===== config.mk =====
export PLATFORM = sky130hd
export DESIGN_NAME = sd_cmd_engine
export DESIGN_NICKNAME = d
export VERILOG_FILES = /design/src/rtl/sd_pkg.sv /design/src/rtl/sd_spi_byte.sv /design/src/rtl/sd_cmd_engine.sv
export SDC_FILE = /design/constraint.sdc
export NUM_CORES = 1
export LEC_CHECK = 0
export ABC_AREA = 1
export BUFFER_PORTS_ARGS = -buffer_cell sky130_fd_sc_hd__buf_2
export CAP_MARGIN = 20
export CORE_MARGIN = 2
export CORE_UTILIZATION = 60
export CTS_CLUSTER_SIZE = 25
export DETAILED_ROUTE_END_ITERATION = 8
export PLACE_DENSITY = 0.81
export REMOVE_ABC_BUFFERS = 1
export SYNTH_ARGS = -nofsm -noshare
export SYNTH_HDL_FRONTEND = slang
export SYNTH_SLANG_ARGS = --single-unit

===== constraint.sdc =====
create_clock -name clk -period 4.9 [get_ports clk]
set_input_delay 0.98 -clock clk [delete_from_list [all_inputs] [get_ports clk]]
set_output_delay 0.98 -clock clk [all_outputs]
set_load 0.005 [all_outputs]

===== src/rtl/sd_pkg.sv =====
// Shared types, constants and CRC7 helper for the SPI-mode SD command engine.
package sd_pkg;

  typedef enum logic [1:0] {
    IDLE = 2'd0,
    SEND = 2'd1,
    POLL = 2'd2,
    DONE = 2'd3
  } state_t;

  localparam int          CMD_FRAME_BYTES = 6;
  localparam logic [7:0]  SD_IDLE_BYTE    = 8'hFF;
  localparam logic [6:0]  CRC7_POLY       = 7'h09;

  // One serial step of CRC7 (x^7 + x^3 + 1), data fed MSB first.
  function automatic logic [6:0] crc7_update(input logic [6:0] crc, input logic din);
    logic fb;
    fb = crc[6] ^ din;
    return {crc[5:0], 1'b0} ^ (fb ? CRC7_POLY : 7'h00);
  endfunction

endpackage


===== src/rtl/sd_spi_byte.sv =====
// SPI mode-0 byte shifter: generates SDCLK, shifts tx MSB first on the low
// phase and samples miso in the cycle SDCLK rises. 'done' is a combinational
// pulse in the last clk cycle of the final high phase, so a 'start' seen in
// that same cycle chains the next byte with no idle gap.
module sd_spi_byte #(
  parameter int CLK_DIV = 2
) (
  input  logic       clk,
  input  logic       n_rst,
  input  logic       start,
  input  logic [7:0] tx_byte,
  output logic [7:0] rx_byte,
  output logic       done,
  output logic       sclk,
  output logic       mosi,
  input  logic       miso
);

  localparam int DIV_W = (CLK_DIV > 1) ? $clog2(CLK_DIV) : 1;

  logic             active;
  logic [DIV_W-1:0] div_cnt;
  logic [2:0]       bit_cnt;
  logic [7:0]       tx_sh;
  logic [7:0]       rx_sh;
  logic             half_end;

  assign half_end = active && (div_cnt == DIV_W'(CLK_DIV - 1));
  assign done     = half_end && sclk && (bit_cnt == 3'd7);
  assign rx_byte  = rx_sh;

  // Half-period counter, SDCLK toggling, bit shifting and SDDO capture.
  always_ff @(posedge clk or negedge n_rst) begin
    if (!n_rst) begin
      active  <= 1'b0;
      div_cnt <= '0;
      bit_cnt <= 3'd0;
      tx_sh   <= 8'hFF;
      rx_sh   <= 8'hFF;
      sclk    <= 1'b0;
      mosi    <= 1'b1;
    end else if (start && (!active || done)) begin
      active  <= 1'b1;
      div_cnt <= '0;
      bit_cnt <= 3'd0;
      tx_sh   <= tx_byte;
      mosi    <= tx_byte[7];
      sclk    <= 1'b0;
    end else if (half_end) begin
      div_cnt <= '0;
      if (!sclk) begin
        sclk  <= 1'b1;
        rx_sh <= {rx_sh[6:0], miso};
      end else begin
        sclk <= 1'b0;
        if (bit_cnt == 3'd7) begin
          active <= 1'b0;
          mosi   <= 1'b1;
        end else begin
          bit_cnt <= bit_cnt + 3'd1;
          tx_sh   <= {tx_sh[6:0], 1'b0};
          mosi    <= tx_sh[6];
        end
      end
    end else if (active) begin
      div_cnt <= div_cnt + DIV_W'(1);
    end
  end

endmodule


===== src/rtl/sd_cmd_engine.sv =====
// SPI-mode SD command engine: frames a 48-bit command with CRC7, polls the
// card with 0xFF bytes for an R1 response, and reports R1 or a timeout.
//
// Handshake: cmd_start is a one-cycle request honoured only in IDLE while
// cmd_done is low; cmd_busy rises the cycle after acceptance and falls in
// the cycle cmd_done pulses. Requests at any other time are dropped.
module sd_cmd_engine
  import sd_pkg::*;
#(
  parameter int CLK_DIV        = 2,
  parameter int RESP_MAX_BYTES = 8
) (
  input  logic        clk,
  input  logic        n_rst,
  input  logic        cmd_start,
  input  logic [5:0]  cmd_index,
  input  logic [31:0] cmd_arg,
  input  logic        cs_hold,
  output logic        cmd_busy,
  output logic        cmd_done,
  output logic [7:0]  resp_r1,
  output logic        resp_timeout,
  output logic        SDCS,
  output logic        SDCLK,
  output logic        SDDI,
  input  logic        SDDO,
  output logic [1:0]  dbg_state
);

  state_t      state;
  logic [2:0]  byte_idx;
  logic [7:0]  poll_cnt;
  logic [31:0] arg_q;
  logic [6:0]  crc_q;
  logic        hold_q;
  logic        to_pend;

  logic        accept;
  logic [2:0]  nxt_idx;
  logic [39:0] frame40;
  logic [6:0]  crc_in;
  logic [7:0]  send_next;
  logic [7:0]  spi_tx;
  logic [7:0]  spi_rx;
  logic        spi_start;
  logic        spi_done;
  logic        poll_last;

  assign dbg_state = state;
  assign accept    = (state == IDLE) && cmd_start && !cmd_done;
  assign nxt_idx   = byte_idx + 3'd1;
  assign poll_last = (poll_cnt == 8'(RESP_MAX_BYTES - 1));

  // CRC7 over the first five frame bytes, taken straight from the request inputs.
  always_comb begin
    frame40 = {2'b01, cmd_index, cmd_arg};
    crc_in  = 7'h00;
    for (int i = 39; i >= 0; i--) begin
      crc_in = crc7_update(crc_in, frame40[i]);
    end
  end

  // Next byte to shift; index 6 rolls over into the first poll byte.
  always_comb begin
    send_next = SD_IDLE_BYTE;
    case (nxt_idx)
      3'd1:    send_next = arg_q[31:24];
      3'd2:    send_next = arg_q[23:16];
      3'd3:    send_next = arg_q[15:8];
      3'd4:    send_next = arg_q[7:0];
      3'd5:    send_next = {crc_q, 1'b1};
      default: send_next = SD_IDLE_BYTE;
    endcase
  end

  // Byte-shifter feed: launch on accept, then chain on each byte completion.
  always_comb begin
    spi_tx    = SD_IDLE_BYTE;
    spi_start = 1'b0;
    if (accept) begin
      spi_tx    = {2'b01, cmd_index};
      spi_start = 1'b1;
    end else if (spi_done && state == SEND) begin
      spi_tx    = send_next;
      spi_start = 1'b1;
    end else if (spi_done && state == POLL && spi_rx[7] && !poll_last) begin
      spi_tx    = SD_IDLE_BYTE;
      spi_start = 1'b1;
    end
  end

  sd_spi_byte #(.CLK_DIV(CLK_DIV)) u_spi (
    .clk     (clk),
    .n_rst   (n_rst),
    .start   (spi_start),
    .tx_byte (spi_tx),
    .rx_byte (spi_rx),
    .done    (spi_done),
    .sclk    (SDCLK),
    .mosi    (SDDI),
    .miso    (SDDO)
  );

  // Command sequencing FSM with registered status and chip-select outputs.
  always_ff @(posedge clk or negedge n_rst) begin
    if (!n_rst) begin
      state        <= IDLE;
      byte_idx     <= 3'd0;
      poll_cnt     <= 8'd0;
      arg_q        <= 32'h0;
      crc_q        <= 7'h00;
      hold_q       <= 1'b0;
      to_pend      <= 1'b0;
      cmd_busy     <= 1'b0;
      cmd_done     <= 1'b0;
      resp_r1      <= 8'hFF;
      resp_timeout <= 1'b0;
      SDCS         <= 1'b1;
    end else begin
      case (state)
        IDLE: begin
          cmd_done <= 1'b0;
          if (accept) begin
            arg_q        <= cmd_arg;
            crc_q        <= crc_in;
            hold_q       <= cs_hold;
            resp_timeout <= 1'b0;
            SDCS         <= 1'b0;
            cmd_busy     <= 1'b1;
            byte_idx     <= 3'd0;
            state        <= SEND;
          end
        end
        SEND: begin
          if (spi_done) begin
            if (byte_idx == 3'(CMD_FRAME_BYTES - 1)) begin
              poll_cnt <= 8'd0;
              state    <= POLL;
            end else begin
              byte_idx <= nxt_idx;
            end
          end
        end
        POLL: begin
          if (spi_done) begin
            if (!spi_rx[7]) begin
              to_pend <= 1'b0;
              state   <= DONE;
            end else if (poll_last) begin
              to_pend <= 1'b1;
              state   <= DONE;
            end else begin
              poll_cnt <= poll_cnt + 8'd1;
            end
          end
        end
        DONE: begin
          cmd_done     <= 1'b1;
          cmd_busy     <= 1'b0;
          resp_r1      <= to_pend ? SD_IDLE_BYTE : spi_rx;
          resp_timeout <= to_pend;
          if (!hold_q) SDCS <= 1'b1;
          state        <= IDLE;
        end
        default: state <= IDLE;
      endcase
    end
  end

endmodule


==> out/metrics.cfg <==
[grt]
grt_pass1_wl_microns=22090
grtUsageTotal_pct=28.02
grt_max_degree=47
grt_antenna_before_repair=0
globalRouteOverflowTotal=0
first_global_vias=4851

[pwr]
ir_drop_v=0.0002018
leakagePower_nw=3.224
power.density_nw_per_um2=491.3

[timing]
drv_slew=0
fmax_mhz=343.3
finClkSkew_ns=0.01305
slew_headroom_pct=40.14
tightest_slew_ns=0.8970
finalCritPeriodShare_pct=59.45
hold_viol_final=0
rsz0062_at_grt=false
setup-violations-final=0
tns_ns=0
fin_crit_ns=2.913

[min_path]
whs_path_depth=1
hp-start=hold_q
holdPathEnd=SDCS
hp-class=register to register

[synthesis]
ys.warnings.count=0
synth_top_area_share_pct=29.03
ys_seq_elements=88
ys_async_sr_fraction_pct=100.0
synth_edf_count=0
synthCells=756
syn_area_per_cell_sq_um=7.184
yosys-top-cells-count=nand2_1 (239), inv_1 (100), nand3_1 (66)
synth_flop_cell=dfrtp_1
yosys.cell_types.count=44
synthesis.area_sq_um=5431
ys_seq_area_share_pct=41.12
yosysMostFrequentCell=nand2_1
yosysTopAreaCell=dfrtp_1
netlist_top_cells_area=dfrtp_1 (29%), nand2_1 (17%), dfstp_2 (12%), inv_1 (6.9%), nand3_1 (6.1%)

[job]
max-cap-violations=0

[detailed_routing]
dr.pass1.iters=5
dr_wl_met3_microns=857
wl_per_cell_microns=14.13
vias=5185
highest_layer=met4
finalWirelength_microns=13100
avgViaCountPerCell=5.593
drc=0
wl_met2_microns=6392
wl_met1_microns=5593
first_iter_violations=312
drtAntennaViolNets=0

[clock_network]
clkSlewWorstSetupHoldPaths_ns=0.09
cts_tree=done
clk_path_buf_depth=2
cts.sinks=88
post_cts_buffers=0
root_buffer=clkbuf_8
numCtsBuffers=9
worstSkewPairLatency_ns=0.36
hold_buffers=0
cts_resized=0
h-tree-depth=3

[setup_path]
max_stage_delay_ns=0.29
crit_arrival_ns=3.20
crit_required_ns=5.18
r2r-end=u_spi.rx_byte[4]
timing.rr.start=poll_cnt[0]
crit_top_cell=nand2_1
path_max_fanout=4
cp-end-kind=register
crit_type=input pin to register
cp_slowest_cell=xor2_1
r2r_cells=11
crit_path_start_kind=input pin
r2r_slack_ns=2.17
cp_cell_sequence=buf_2 -> inv_2 -> nand2_1 -> nand2_1 -> inv_1 -> nand2_2 -> nand2_2 -> nand2_1 -> nand3_1 -> nand2_1 -> nand3_1 -> nand2_2 -> xor2_1 -> nand3_1 -> nand2_2 -> xor2_1 -> nand2_1 -> nand3_2 -> nand2_1 -> o21ai_1

[run_status]
status=completed

[cells_and_area]
diodes=0
fillCellCount=759
finalCoreUtilization_pct=68.49
syn_to_final_growth_pct=10.50
fin_nets=869
final_layout_size_suffix_gt1_share_pct=19.41

[floorplan]
die_h_microns=99.15
pin_count=59
die_w_microns=99.15
die_area_sq_um=9830
rows=34
initial_core_util_pct=61.98
coreArea_sq_um=8763

[placed_design]
gp_congestion=0.8707
dp_hpwl_microns=10220
io_buffer_count=58

[kinds of logic (layout without fill, tap and decap cells)]
logic type                 Yosys count  after routing  synth area share (%)
AOI/OAI and AO/OA                  125            125                 13.64
DFF                                 88             88                 41.12
xor gates and xnor gates            11             11                 2.327
adders and majority gates           12             12                 2.764
and+or+nand+nor                    393            393                 31.10
buffers and inverters              126            189                 8.869
muxes                                1              1                0.1843
[layout by cell type (no fill, tap or decap), types with 4 or more instances in the layout]
cell type / Yosys / final
o22ai_1: 5 / 5
o211ai_1: 4 / 4
nand4_1: 4 / 4
a221oi_1: 6 / 6
dfstp_2: 25 / 25
nor3_1: 4 / 4
inv_2: 11 / 11
ha_1: 12 / 12
a211oi_1: 5 / 5
buf_2: 1 / 57
inv_1: 100 / 100
a22oi_1: 4 / 4
buf_4: 2 / 5
nand2_2: 35 / 35
nand2_1: 239 / 239
a21oi_1: 23 / 23
nor2_1: 38 / 37
xnor2_1: 4 / 4
dfrtp_1: 63 / 63
o21ai_0: 64 / 64
nand3_1: 66 / 66
clkbuf_8: 0 / 9
[routing by layer]
metal | up-vias | track usage [%]
met1 | 2439 | 37.16
li1 | 2545 | -
met5 | - | 0
met2 | 184 | 47.66
met4 | 0 | 9.062
met3 | 17 | 4.006
[final cells by class]
| cell class | instances | area [sq um] | area share, % |
|---|---|---|---|
| flip-flops and latches | 88 | 2233 | 37.21 |
| well taps | 108 | 135.1 | 2.251 |
| repair buffers | 62 | 322.8 | 5.378 |
| clock inverters | 7 | 51.30 | 0.8547 |
| multi-input cells | 542 | 2719 | 45.30 |
| clock buffers | 9 | 123.9 | 2.064 |
| inverters | 111 | 416.7 | 6.942 |
[through the flow]
step,cell area [sq um],setup WS (ns),cells,total power [W],hold slack (ns)
after floorplan,5366,1.138,741,0.002110,0.3995
after global placement,5827,1.769,911,0.002424,0.4073
after detailed placement,5827,1.663,911,0.002485,0.4155
after CTS,6002,2.052,927,0.002951,0.4310
after global routing,6002,1.713,927,0.003205,0.4452
final,6002,1.987,927,0.002949,0.4298
[critical path, delay by kind of cell]
kind / cells / cell delay [ns]
and+or+nand+nor: 14 / 1.36
xor gates and xnor gates: 2 / 0.52
buffers and inverters: 3 / 0.26
AOI/OAI and AO/OA: 1 / 0.06
[registers in the layout (all words and copies together), names as in the netlist, 2 cells and up]
signal	cells
crc_q	7
byte_idx	3
arg_q	32
u_spi.rx_byte	8
resp_r1	8
u_spi.bit_cnt	3
u_spi.tx_sh	7
dbg_state	2
poll_cnt	8
[worst max-delay path by stage]
| stage | start | endpoint | slack (ns) |
|---|---|---|---|
| final | cmd_index[2] | crc_q[4] | 1.99 |
| after global routing | cmd_arg[30] | crc_q[3] | 1.71 |
| after CTS | cmd_arg[30] | crc_q[4] | 2.05 |
| after detailed placement | cmd_arg[30] | crc_q[6] | 1.66 |
| after global placement | cmd_arg[30] | crc_q[4] | 1.77 |
| after floorplan | cmd_start | u_spi.tx_sh[0] | 1.14 |
[report_power, final]
part           total (W)  switching, W  internal [W]  leakage [nW]
clock network   0.000466      0.000277      0.000189        0.0909
registers        0.00125      0.000169       0.00108          1.06
logic            0.00123      0.000783      0.000450          2.07
No activity file was read; power rests on OpenSTA's default activity.
